### src/rtl/tx_sched_pkg.sv
// tx_sched_pkg: shared symbol codes and FSM state type for the transmit symbol scheduler.
//   K_COM/K_SKP/K_STP/K_END/K_EDB : 8b10b K-code byte values (sent with is_k=1)
//   IDLE_DATA                     : logical idle data byte (sent with is_k=0)
//   state_e                       : scheduler FSM states
package tx_sched_pkg;
    localparam logic [7:0] K_COM     = 8'hBC;
    localparam logic [7:0] K_SKP     = 8'h1C;
    localparam logic [7:0] K_STP     = 8'hFB;
    localparam logic [7:0] K_END     = 8'hFD;
    localparam logic [7:0] K_EDB     = 8'hFE;
    localparam logic [7:0] IDLE_DATA = 8'h00;
    typedef enum logic [1:0] {IDLE, DATA, END, SKP} state_e;
endpackage

### src/rtl/tx_skp_timer.sv
// tx_skp_timer: free-running SKP interval timer raising a single sticky request.
//   clk_i, rst_ni : symbol clock, asynchronous active-low reset
//   en_i          : count enable; low holds the counter at 0 (request is kept)
//   clr_i         : consume the pending request
//   pending_o     : SKP ordered set requested
module tx_skp_timer #(
    parameter int SKP_INTERVAL = 1180
) (
    input  logic clk_i,
    input  logic rst_ni,
    input  logic en_i,
    input  logic clr_i,
    output logic pending_o
);
    localparam int CW = $clog2(SKP_INTERVAL);
    localparam logic [CW-1:0] LAST = CW'(SKP_INTERVAL - 1);
    logic [CW-1:0] r_cnt;
    logic          r_pending;
    logic          w_expire;
    assign w_expire  = en_i && (r_cnt == LAST);
    assign pending_o = r_pending;
    always_ff @(posedge clk_i or negedge rst_ni) begin
        if (!rst_ni) begin
            r_cnt     <= '0;
            r_pending <= 1'b0;
        end else begin
            r_cnt     <= (!en_i || w_expire) ? '0 : r_cnt + 1'b1;
            // a fresh expiry wins over a same-cycle clear; repeats collapse into one request
            r_pending <= w_expire || (r_pending && !clr_i);
        end
    end
endmodule

### src/rtl/tx_symbol_scheduler.sv
// tx_symbol_scheduler: picks one symbol per clock for the 8b10b encoder -- framed TLP bytes
// (STP..END), logical idle, EDB-nullified underruns and periodic SKP ordered sets.
// Build option: TX_SCHED_SKP_EN enables the SKP timer/ordered-set logic; otherwise no SKP is sent.
//   clk_i, rst_ni              : symbol clock, asynchronous active-low reset
//   en_i                       : link enable, sampled in IDLE
//   tlp_data_i/valid_i/last_i  : TLP byte source; tlp_ready_o = accepting (state DATA)
//   sym_data_o, sym_is_k_o     : registered symbol to encoder
//   skp_sent_o, underrun_o     : one-cycle event pulses aligned with their symbol
//   busy_o                     : FSM not in IDLE
module tx_symbol_scheduler
    import tx_sched_pkg::*;
#(
    parameter int SKP_INTERVAL = 1180
) (
    input  logic       clk_i,
    input  logic       rst_ni,
    input  logic       en_i,
    input  logic [7:0] tlp_data_i,
    input  logic       tlp_valid_i,
    input  logic       tlp_last_i,
    output logic       tlp_ready_o,
    output logic [7:0] sym_data_o,
    output logic       sym_is_k_o,
    output logic       skp_sent_o,
    output logic       underrun_o,
    output logic       busy_o
);
    state_e     r_state;
    logic [7:0] r_sym_data;
    logic       r_sym_is_k;
    logic       r_skp_sent;
    logic       r_underrun;
    logic       w_skp_pending;
`ifdef TX_SCHED_SKP_EN
    logic [1:0] r_skp_idx;
    logic       w_skp_clr;
    assign w_skp_clr = (r_state == IDLE) && w_skp_pending;
    tx_skp_timer #(.SKP_INTERVAL(SKP_INTERVAL)) u_skp_timer (
        .clk_i     (clk_i),
        .rst_ni    (rst_ni),
        .en_i      (en_i),
        .clr_i     (w_skp_clr),
        .pending_o (w_skp_pending)
    );
`else
    assign w_skp_pending = 1'b0;
`endif
    assign tlp_ready_o = (r_state == DATA);
    assign busy_o      = (r_state != IDLE);
    assign sym_data_o  = r_sym_data;
    assign sym_is_k_o  = r_sym_is_k;
    assign skp_sent_o  = r_skp_sent;
    assign underrun_o  = r_underrun;
    always_ff @(posedge clk_i or negedge rst_ni) begin
        if (!rst_ni) begin
            r_state    <= IDLE;
            r_sym_data <= IDLE_DATA;
            r_sym_is_k <= 1'b0;
            r_skp_sent <= 1'b0;
            r_underrun <= 1'b0;
`ifdef TX_SCHED_SKP_EN
            r_skp_idx  <= 2'd0;
`endif
        end else begin
            r_skp_sent <= 1'b0;
            r_underrun <= 1'b0;
            case (r_state)
                IDLE: begin
                    // SKP only starts here, so it never lands inside a packet
                    if (w_skp_pending) begin
                        r_sym_data <= K_COM;
                        r_sym_is_k <= 1'b1;
                        r_state    <= SKP;
`ifdef TX_SCHED_SKP_EN
                        r_skp_idx  <= 2'd1;
`endif
                    end else if (en_i && tlp_valid_i) begin
                        r_sym_data <= K_STP;
                        r_sym_is_k <= 1'b1;
                        r_state    <= DATA;
                    end else begin
                        r_sym_data <= IDLE_DATA;
                        r_sym_is_k <= 1'b0;
                    end
                end
                DATA: begin
                    if (tlp_valid_i) begin
                        r_sym_data <= tlp_data_i;
                        r_sym_is_k <= 1'b0;
                        if (tlp_last_i) r_state <= END;
                    end else begin
                        // source ran dry mid-packet: nullify with EDB
                        r_sym_data <= K_EDB;
                        r_sym_is_k <= 1'b1;
                        r_underrun <= 1'b1;
                        r_state    <= IDLE;
                    end
                end
                END: begin
                    r_sym_data <= K_END;
                    r_sym_is_k <= 1'b1;
                    r_state    <= IDLE;
                end
`ifdef TX_SCHED_SKP_EN
                SKP: begin
                    r_sym_data <= K_SKP;
                    r_sym_is_k <= 1'b1;
                    if (r_skp_idx == 2'd3) begin
                        r_skp_sent <= 1'b1;
                        r_state    <= IDLE;
                    end else begin
                        r_skp_idx  <= r_skp_idx + 2'd1;
                    end
                end
`endif
                default: begin
                    r_sym_data <= IDLE_DATA;
                    r_sym_is_k <= 1'b0;
                    r_state    <= IDLE;
                end
            endcase
        end
    end
endmodule

### config.mk
export PLATFORM = sky130hd
export DESIGN_NAME = tx_symbol_scheduler
export DESIGN_NICKNAME = d
export VERILOG_FILES = /design/src/rtl/tx_sched_pkg.sv /design/src/rtl/tx_skp_timer.sv /design/src/rtl/tx_symbol_scheduler.sv
export SDC_FILE = /design/constraint.sdc
export NUM_CORES = 1
export LEC_CHECK = 0
export ABC_AREA = 1
export BUFFER_PORTS_ARGS = -buffer_cell sky130_fd_sc_hd__clkbuf_2
export CORE_AREA = 2 2 39 41
export CTS_BUF_LIST = sky130_fd_sc_hd__clkbuf_4
export DETAILED_ROUTE_END_ITERATION = 8
export DIE_AREA = 0 0 41 43
export PLACE_DENSITY = 0.71
export SYNTH_ARGS = -nofsm -noshare
export SYNTH_HDL_FRONTEND = slang
export SYNTH_HIERARCHICAL = 1
export SYNTH_SLANG_ARGS = --single-unit
### constraint.sdc
create_clock -name clk_i -period 1.3 [get_ports clk_i]
set_input_delay 0.39 -clock clk_i [delete_from_list [all_inputs] [get_ports clk_i]]
set_output_delay 0.39 -clock clk_i [all_outputs]
set_load 0.1 [all_outputs]
[Yosys cells after proc, flatten, opt, wreduce, memory -nomap -nowiden]
Index checks and enable logic that the tools add are counted.
W data, S select, Z words.
Storage, ports and cells
  bits in registers: 12
  input bits: 13
  output and inout bits: 13
  logic and storage cells: 23
Cells by class
  equal/unequal tests: 4
  multiplexer cells: 11
  reductions and logical operators: 4
Operators with widths (count)
  $pmux W8 S3: 1
  $mux W8: 2
  $mux W2: 3
  $pmux W2 S2: 1
  $mux W1: 3
  $ne A3 B3 Y1 const B: 1
  $pmux W1 S3: 1
  $eq A2 B1 Y1 const B: 1
  $eq A2 B2 Y1 const B: 1
  $logic_not A2 Y1: 1
  $ne A2 B2 Y1 const B: 1
  $reduce_and A2 Y1: 1
  $reduce_bool A2 Y1: 1
  $logic_and A1 B1 Y1: 1

[Longest topological paths before layout]
  depth in word-level cells: 3
  gate-level depth with buffers: 5
  mapped depth without buffers: 4

[Worst setup path after synthesis]
No wires, ideal clock.
  path kind: reg-to-output
  start point: register r_state[1]
  end point: output port busy_o
  data arrival time: 1.067 ns
  required time: 0.910 ns
  slack: -0.157 ns
  stages on the path, launching flop included: 3
  buffers on the path: 0
  cell sequence: dfrtp_1 > nor2_1 > inv_1
Between the ends
  cells in the longest elaborated chain, start to end: 1
Ends and longest elaborated chain
  start, declared: line tx_symbol_scheduler.sv:28  | state_e r_state;
  start signal, assigned: line tx_symbol_scheduler.sv:56  | r_state <= IDLE;
  start signal, assigned: line tx_symbol_scheduler.sv:73  | r_state <= SKP;
  start signal, assigned: line tx_symbol_scheduler.sv:80  | r_state <= DATA;
  $reduce_bool A2 Y1: line tx_symbol_scheduler.sv:49  | assign busy_o = (r_state != IDLE);
  end, declared: line tx_symbol_scheduler.sv:26  | output logic busy_o
Every way passes these cells.

[Worst setup path after layout]
Same ends and word-level chain as after synthesis.

==> summary.md <==
For the via count of the first global-routing pass, the log shows 429. The count of input and output buffers is 24. The largest stage delay on the critical path works out to 460 ps.

Adder and majority cell fraction of the synthesized area: 0. The clock reaches the later pin of the worst-skew pair after 260 ps. The flow ran to the end, but the final reports show violations. The first global-routing pass estimated 1750 microns of wire. The initial antenna violation count came out at 0. TritonCTS built the clock tree. The global placer's final weighted congestion is 0.749.

The basic-gate share of the synthesized area counting and, or, nand and nor cells was 0.260. Data on the critical path is required at its endpoint by 910 ps. Traced cell by cell, the critical path runs through nor2_4, clkinvlp_4, buf_12. The number of nets in the synthesized netlist is 76. The final layout contains routed wiring with a total length of 1070 microns.

The run gives 478 as the via total after detailed routing. The worst setup path is launched from a flop. The floorplan die height was 43 microns; the area inside the core boundary was 0.00138 sq mm.

In the layout the commonest cells are 19 x nand2_1, 12 x clkbuf_2, 12 x buf_12. The period utilization is 1.16, and the pin count of the biggest net entering global routing is 13. Largest family of logic cells by synthesized area: simple AND/OR/NAND/NOR gates. Worst reg2reg path endpoint: sym_data_o[2].

The proportion of netlist area held by the largest area contributor was 0.558. Averaged over all synthesized cells, the footprint is 8.54 sq um. No sink is reached through more buffers than the 2 on the longest clock path. Setup repair after global routing could not meet its margin everywhere. The xor/xnor share of the synthesized area was 0. Across the run, the number of max-cap violations was 0. The die covers 0.00176 sq mm.

Buffers inserted during clock tree synthesis total 3. Sorting the synthesized cells by area gives the leading types as dfrtp_1 56%, nand2_1 13%, inv_1 8.4%. For this design the ratio of total power to cell area is 1470 mW/mm^2.

The number of rows created at floorplan is 14, and the final sum of negative setup slack is -387 ps. The finished layout holds 107 standard cells, fillers aside. The total global routing track utilization is 0.152. Number of top-level pins: 26.

Worst-path cell with the longest stage delay: dfrtp_2. The tools report the final HPWL from detailed placement as 822 microns. The fraction of layout cells with a size suffix above 1 came out at 0.418.

The maximum level of the CTS H-tree was 1; the filler cell count in the final layout was 115. For the DRC violations left, the log shows 0. The critical path is of the flop to output port type. The root buffer cell chosen for the clock tree is clkbuf_4.

The synthesized netlist cell count is 63. The antenna cell count was 0; the residual antenna-violating net count after detailed routing was 0. The tools report the initial core utilization as 0.389. The largest total area in the synthesized netlist belongs to dfrtp_1. The checks that failed: negative setup slack. Global routing finished with a remaining overflow of 0. After layout, the minimum clock period comes to 1500 ps. The final layout contains 105 nets. Compared with the post-synthesis result, the final layout area differs by 66.7%.

Along the worst hold path, the cell count comes to 3. The fraction of the yosys area taken by sequential cells was 0.558. The multiplexer fraction of the synthesized cell area is 0. Of all nets on the critical path, the largest fanout is 5.

The most common library cell in the layout ignoring fill and taps was nand2_1. The number of placed instances with taps included came out at 101. Setup violations remaining at the end of the flow were counted as 2. The tools report the total iterations of the first detailed-routing run as 2. The logs give 4.43 ps for the final setup skew and 0.679 mV for the maximum vdd ir drop. Setup slack on the worst reg-to-reg path comes out at 240 ps. The tools report the slack of the critical path as -204 ps. The fraction of the core area covered by cells at the end of the flow came out at 0.648. The number of failing hold endpoints at the final stage is 0. Yosys mapped the design onto 13 distinct sky130hd cell types.

After the first detailed-routing iteration, the DRC count stood at 9. Derived from the worst setup path, the maximum achievable clock frequency is 665 MHz. After detailed routing, the average wire length per cell comes to 9.96 microns. The number of buffer and inverter instances along the worst setup path is 2, and the leakage power of the design is 0.497 nW. The total count of max-transition violations in the final report came out at 0.

The worst register-to-register path begins at r_state[0]. For hold timing, the worst endpoint is sym_data_o[1]. The clock input transition at the sequential cells of the worst setup and hold paths is 70 ps. The number of cells traversed by the worst register-to-register path came out at 5. STA classifies the critical path endpoint as an output port. The start point of the worst min-delay path is tlp_data_i[1].

Dividing the detail-routed via count by the number of cells gives 4.47. During synthesis, Yosys emitted a total of 6 warnings. Data arrives at the worst endpoint at 1110 ps. After synthesis the netlist holds a flip-flop and latch count of 12.

The complex-gate fraction of the synthesized area is 0.0349. The tools report the post-synthesis cell area as 538 sq um. The path class of the tightest hold or removal check is input port to flop. The tree built by TritonCTS fans out to 12 sinks.

The floorplan step set the die width to 41 microns. The run gives 326 ps as the tightest hold margin. The kind of cell with the highest combined delay along the critical path is flip-flops.
## logic make-up after synthesis
group | count (synthesis)
AO/OA/AOI/OAI | 3
flip-flops | 12
other | 1
buffers and inverters | 15
AND/OR/NAND/NOR | 32
## area by class of cell
class / instances / area, sq um / area share
Clock inverter: 1 / 3.75 / 0.00418
Inverter: 12 / 48.8 / 0.0544
Sequential cell: 12 / 302 / 0.336
Timing Repair Buffer: 27 / 325 / 0.363
Clock buffer: 3 / 22.5 / 0.0251
Tap cell: 16 / 20.0 / 0.0223
Multi-Input combinational cell: 36 / 175 / 0.195
## per-stage QoR
step | power [mW] | cell area (sq um) | setup WS, ps
CTS | 1.33 | 897 | -240
finish | 1.32 | 897 | -204
floorplan | 0.849 | 549 | -75.2
detailed placement | 1.09 | 847 | 39.2
global route | 1.38 | 897 | -274
global placement | 1.08 | 847 | 55.8
## synth_stat cells, drive strengths merged
cell and number:
conb 1, nand2 21, nor3 1, nor2 3, inv 12, dfrtp 12, buf 3, nand3 7
o21ai 3
## state kept, by name, summed over array words and instances (netlist names)
register	count
r_state	2
underrun_o	1
sym_is_k_o	1
sym_data_o	8
## how the worst max path moves through the flow
stage / from / to / depth (start not counted)
3_3_place_gp: r_state[1] / busy_o / 3
5_1_grt: r_state[1] / busy_o / 3
4_1_cts: r_state[1] / busy_o / 3
6_report: r_state[1] / busy_o / 3
2_1_floorplan: r_state[1] / busy_o / 2
3_5_place_dp: r_state[0] / tlp_ready_o / 3
## tightest hold or removal path, delay by kind of cell
family                 cells  cell delay, ps
AO/OA/AOI/OAI              1              40
buffers and inverters      1              90
AND/OR/NAND/NOR            1              40
## report_power, final
group / total [mW] / switching, mW / internal, mW
clock: 0.224 / 0.113 / 0.111
combinational: 0.642 / 0.426 / 0.216
sequential: 0.450 / 0.0359 / 0.414
## timing repair
item                       in CTS  in global routing
buffers inserted                1                  0
resized for setup               2                  1
hold endpoints to repair        7                  0
hold buffers                    1                  0
pin swaps                       1                  2
setup endpoints to repair       2                  2
## per-layer routing
metal / vias up / wire (microns) / GRT usage
met5: - / 0 / 0
met4: 0 / 12 / 0.100
met3: 2 / 66 / 0.0314
met2: 17 / 587 / 0.234
met1: 219 / 399 / 0.180
li1: 240 / - / -
No activity file was read; power rests on OpenSTA's default activity.
